## src/rtl/sort_10_unloader.sv

```systemverilog
// sort_10_unloader: captures the 10-word parallel result of a sorter and
// replays it as a serial word stream with a valid/ready handshake. It also
// flags vectors that are not in ascending order and counts them.
module sort_10_unloader #(
   parameter int WIDTH = 32
) (
   input  logic             clk,
   input  logic             rst,
   input  logic [WIDTH-1:0] sort_0,
   input  logic [WIDTH-1:0] sort_1,
   input  logic [WIDTH-1:0] sort_2,
   input  logic [WIDTH-1:0] sort_3,
   input  logic [WIDTH-1:0] sort_4,
   input  logic [WIDTH-1:0] sort_5,
   input  logic [WIDTH-1:0] sort_6,
   input  logic [WIDTH-1:0] sort_7,
   input  logic [WIDTH-1:0] sort_8,
   input  logic [WIDTH-1:0] sort_9,
   input  logic             in_valid,
   output logic             in_ready,
   output logic [WIDTH-1:0] out_data,
   output logic [3:0]       out_index,
   output logic             out_valid,
   input  logic             out_ready,
   output logic             out_last,
   output logic             vec_err,
   output logic [7:0]       err_count
);

   typedef enum logic {
      IDLE   = 1'b0,
      STREAM = 1'b1
   } state_t;

   localparam logic [3:0] LAST_IDX = 4'd9;

   state_t           state_q, state_d;
   logic [3:0]       idx_q, idx_d;
   logic             err_q, err_d;
   logic [7:0]       err_count_q, err_count_d;
   logic [WIDTH-1:0] buf_q [10];
   logic [WIDTH-1:0] in_vec [10];
   logic             desc_found;
   logic             in_xfer;
   logic             out_xfer;

   // Gather the individual sorter ports into an array for uniform indexing.
   always_comb begin
      in_vec[0] = sort_0;
      in_vec[1] = sort_1;
      in_vec[2] = sort_2;
      in_vec[3] = sort_3;
      in_vec[4] = sort_4;
      in_vec[5] = sort_5;
      in_vec[6] = sort_6;
      in_vec[7] = sort_7;
      in_vec[8] = sort_8;
      in_vec[9] = sort_9;
   end

   // Any strictly descending adjacent pair marks the incoming vector as bad.
   always_comb begin
      desc_found = 1'b0;
      for (int k = 0; k < 9; k++) begin
         if (in_vec[k] > in_vec[k+1]) begin
            desc_found = 1'b1;
         end
      end
   end

   // Handshake decode; accepting on the final word lets vectors run back-to-back.
   always_comb begin
      in_ready  = (state_q == IDLE) ||
                  ((idx_q == LAST_IDX) && out_ready);
      out_valid = (state_q == STREAM);
      in_xfer   = in_valid && in_ready;
      out_xfer  = out_valid && out_ready;
      out_index = idx_q;
      out_last  = out_valid && (idx_q == LAST_IDX);
      vec_err   = err_q;
      err_count = err_count_q;
      out_data  = '0;
      if (idx_q <= LAST_IDX) begin
         out_data = buf_q[idx_q];
      end
   end

   // Next-state logic: a new capture wins over stepping through the buffer.
   always_comb begin
      state_d     = state_q;
      idx_d       = idx_q;
      err_d       = err_q;
      err_count_d = err_count_q;
      if (in_xfer) begin
         state_d = STREAM;
         idx_d   = 4'd0;
         err_d   = desc_found;
         if (desc_found && (err_count_q != 8'hFF)) begin
            err_count_d = err_count_q + 8'd1;
         end
      end else if (out_xfer) begin
         if (idx_q == LAST_IDX) begin
            state_d = IDLE;
            idx_d   = 4'd0;
         end else begin
            idx_d = idx_q + 4'd1;
         end
      end
   end

   // Control state register with synchronous reset that abandons any vector.
   always_ff @(posedge clk) begin
      if (rst) begin
         state_q     <= IDLE;
         idx_q       <= 4'd0;
         err_q       <= 1'b0;
         err_count_q <= 8'd0;
      end else begin
         state_q     <= state_d;
         idx_q       <= idx_d;
         err_q       <= err_d;
         err_count_q <= err_count_d;
      end
   end

   // Data buffer loads on capture only; its contents are irrelevant until then.
   always_ff @(posedge clk) begin
      if (in_xfer && !rst) begin
         for (int k = 0; k < 10; k++) begin
            buf_q[k] <= in_vec[k];
         end
      end
   end

endmodule

```

## config.mk

```make
export PLATFORM = sky130hd
export DESIGN_NAME = sort_10_unloader
export DESIGN_NICKNAME = d
export VERILOG_FILES = /design/src/rtl/sort_10_unloader.sv
export SDC_FILE = /design/constraint.sdc
export NUM_CORES = 1
export LEC_CHECK = 0
export ABC_AREA = 1
export BUFFER_PORTS_ARGS = -buffer_cell sky130_fd_sc_hd__buf_2
export CAP_MARGIN = 20
export CORE_MARGIN = 10
export CORE_UTILIZATION = 56
export DETAILED_ROUTE_END_ITERATION = 10
export GPL_TIMING_DRIVEN = 0
export PLACE_DENSITY = 0.79
export SYNTH_ARGS = -nofsm -noshare
export SYNTH_HDL_FRONTEND = slang
export SYNTH_SLANG_ARGS = --single-unit
```

## constraint.sdc

```tcl
create_clock -name clk -period 21.3 [get_ports clk]
set_input_delay 4.26 -clock clk [delete_from_list [all_inputs] [get_ports clk]]
set_output_delay 4.26 -clock clk [all_outputs]
set_load 0.02 [all_outputs]
```

# Yosys cells after proc, flatten, opt, wreduce, memory -nomap -nowiden
# Memories as Yosys holds them, arrays and structs flattened. A register that Yosys moved wholly into a read port is not among the register bits.
# Index checks and enable logic that the tools add are counted.
# classes
add_sub_neg,2
magnitude_cmp,10
eq_ne,2
mux,18
n_bitwise,1
reduce_logical,13
# ops
op,n
> comparator 32 bit,9
two-way mux 32 bit,1
two-way mux 1 bit,14
two-way mux 4 bit,3
adder 8 x 1 -> 8 bit (second input constant),1
inequality test 8 bit (second input constant),1
logical AND 1 bit,6
adder 4 x 1 -> 4 bit (second input constant),1
equality test 4 bit (second input constant),1
less-or-equal comparator 4 bit (second input constant),1
AND reduction 2 bit,2
nonzero test 2 bit,2
OR reduction 2 bit,1
zero test 1 bit,1
logical OR 1 bit,1
inverter 1 bit,1
# totals
regBits,14
ramBits,320
word_cells,51
n_memories,1
# memory_table
name,depth,width,read_ports,rd_clocked_by_memory_dff,wr,line,rtl
buf_q,10,32,1,1,10,41,logic [WIDTH-1:0] buf_q [10];

# Depth between registers and ports, before layout
# logic_depth
depth_word,12
mapped_depth,21

# Least setup slack after synthesis
# No wires, ideal clock.
# synth_path
path_kind,input to register
startpoint,input port out_ready
endpoint,memory buf_q[0][0] (enable)
setup_ps,1008
t_arrival_ps,17912
required_ps,20292
setup_slack_ps,2380
stages,4
n_path_buf,0
path_cell_list,nand3_1 nand2_1 nand2_1 nor2_1
# synth_lines
item,line,rtl
start: declaration,24,"input logic out_ready,"
end: declaration,41,

# Worst setup path in the final report
# layout_path
startpoint,input port out_ready
endpoint,output port in_ready
# layout_via
elab_chain_cells,2
# layout_lines
item,line,rtl
logical AND 1 bit,74,((idx_q == LAST_IDX) && out_ready);
logical OR 1 bit,73,in_ready = (state_q == IDLE) ||
end: declaration,20,"output logic in_ready,"
# No other way between the ends.

==> flow_summary_export.csv <==
group,metric,value,unit
logic_synthesis,ys_seq_elements,338,
logic_synthesis,ys_warn_count,0,
placement,place_area,23800,µm²
critical_path,path_max_fanout,3,
cts,clockBufferDepth,3,
critical_path,startpoint_type,"primary input",
cts,ctsResizeCount,0,
placement,place_ws,12.28,ns
placement,gp_congestion,0.939,
layout,fin_area,25100,µm²
cts,clock-root-buffer,"clkbuf_16",
pwr,swShare,26.8,%
sta,worstMarginPinSlew,0.889,ns
sta,min_period,9.04,ns
cts,clk_pin_slew,0.06,ns
cts,cts_hold_buf,0,
sta,setup_viol,0,
pwr,p_comb_share,16.0,%
logic_synthesis,synth_area_leaders,"edfxtp_1, ha_1, inv_1",
layout,final_nets,3261,
sta,finalCritPeriodShare,42.4,%
route,wl_per_cell,21.4,µm
route,vias,18000,
route,antenna_left,0,
die,initial_core_util,56.4,%
logic_synthesis,yosysTopAreaCellShare,45.5,%
logic_synthesis,synth_cell_types,41,
layout,fillers,2996,
layout,layout_commonest_cell,"inv_1",
cts,cts_setup_buffers,0,
grt,overflow,0,
grt,grt_max_degree,34,
logic_synthesis,synth_cells,2226,
placement,dp.cells,3119,
route,drt_pass1_iterations,8,
cts,cts_inserted_buffers,38,
route,remaining_drc_errors,0,
die,fp.dieW,214,µm
critical_path,crit_type,"in2out",
logic_synthesis,synth_top_area_cell,"edfxtp_1",
cts,htreeDepth,2,
die,core,37400,µm²
layout,final-instance-count-excl-fill,3205,
cts,cts_tree,"built",
sta,finalMaxSlewViolations,0,
grt,grt_use_total,28.7,%
pwr,pwr-share-clk,38.8,%
logic_synthesis,syn-cell-area,21100,µm²
grt,grt_pass1_wl,101000,µm
layout,layout-drive-gt1-share,17.8,%
logic_synthesis,synth_flop_cell,"edfxtp_1",
logic_synthesis,synth-async-reset-ratio,0,%
route,wirelength,68400,µm
cts,cts.sinks,338,
die,ios,372,
sta,rsz0062_at_grt,"no",
logic_synthesis,synth_edf_count,320,
sta,finClkSkew,0.0201,ns
grt,grt_pass1_vias,18100,
layout,final_cell_mix,"inv_1, buf_2, edfxtp_1",
layout,utilization,67.2,%
sta,hold_slack,0.464,ns
logic_synthesis,ys_seq_area_share,47.3,%
placement,hpwlAfterDp,54900,µm
layout,area_growth,19.0,%
sta,fmax,0.111,GHz
grt,antenna_found_initial,21,
pwr,powerDensity,67.7,nW/µm²
pwr,p_int,1.25,mW
die,fp-row-count,71,
route,drt_iter0_markers,1639,
sta,final.setup.tns,0,ns
die,die_area,45800,µm²
route,vias_per_cell,5.63,
sta,max_slew_margin,40.7,%
pwr,leakage,12.1,nW
pwr,total_power,1.70,mW
logic_synthesis,synth.avg_cell_area,9.48,µm²
run_status,status,"finished, final reports clean",
critical_path,required,17.04,ns
sta,setup_slack,12.26,ns
pwr,pwr-share-seq,45.2,%
logic_synthesis,syn_nets,2839,
cts,clk_latency,0.56,ns
critical_path,arrival,4.78,ns
pwr,p_sw,0.455,mW
critical_path,cp-end-kind,"output pin",
die,die_h,214,µm
placement,portBuffers,371,
run,maxCapViolations,0,
sta,hold_viol,0,
worst_hold_path,hold_path.class,"reg2reg",
pwr,vdd_drop_max,0.0000544,V
-- cells in the mapped netlist (all sizes together), types with 2 or more instances --
cell type    n
a21o         7
a21oi      267
buf         21
clkbuf      35
clkinv       2
dfxtp       18
edfxtp     320
ha         289
inv        458
mux2i       64
nand2      318
nand3       23
nand3b       2
nand4       29
nor2        97
nor3        11
nor3b        2
nor4         3
o211ai      34
o21a        14
o21ai      197
o21bai       5
xor2         5
-- flip-flops by register name (all words and copies together), names as in the netlist, named ones only --
name	cells
vec_err	1
err_count	8
out_valid	1
buf_q	320
out_index	4
-- per-layer routing --
layer	up-vias	routed length (µm)	GRT usage, %
li1	8444	-	-
met5	-	98	0
met1	8531	26800	35.2
met3	159	6180	6.05
met4	16	2760	11.8
met2	886	32600	48.3
-- logic make-up (layout without fill, tap and decap cells) --
group	count (synthesis)	after routing	share of synthesized area (%)
multiplexers	64	64	3.04
other	0	17	0
flip-flops	338	338	47.3
buffers and inverters	516	967	9.33
adder cells (fa/ha/maj)	289	289	17.1
AND/OR/NAND/NOR	487	487	9.76
XOR/XNOR	6	6	0.249
AO/OA/AOI/OAI	526	526	13.2
-- critical path, stage by stage --
cell and delay (ns):
buf_2 0.11, nand3_1 0.08, nand2_1 0.13, buf_2 0.19
-- power groups by stage --
stage | clock network (mW) | registers, mW | logic, mW
5_1_grt | 0.689 | 0.770 | 0.303
4_1_cts | 0.663 | 0.769 | 0.271
6_report | 0.660 | 0.769 | 0.272
3_5_place_dp | 0 | 0.782 | 0.268
3_3_place_gp | 0 | 0.803 | 0.247
2_1_floorplan | 0 | 0.797 | 0.146
-- final timing paths --
check	from	cells past startpoint	to	slack (ns)
worst max register to register	out_index[0]$_SDFFE_PP0P_	10	buf_q[2][9]$_DFFE_PP_	18.42
worst min-delay path	vec_err$_SDFFE_PP0P_	2	vec_err$_SDFFE_PP0P_	0.46
worst min register to register	vec_err$_SDFFE_PP0P_	2	vec_err$_SDFFE_PP0P_	0.46
worst max-delay path	out_ready	4	in_ready	12.26
-- area by class of cell --
type                            count  area [µm²]  share of cell area (%)
Sequential cell                   338        9970                    39.7
Multi-Input combinational cell   1372        9170                    36.5
Timing Repair Buffer              382        2100                    8.36
Inverter                          460        1730                    6.87
Clock buffer                       42        1030                    4.10
Tap cell                          511         639                    2.55
Buffer                             56         243                   0.966
Clock inverter                     27         198                   0.787
Antenna cell                       17        42.5                   0.169
No activity file was read; power rests on OpenSTA's default activity.
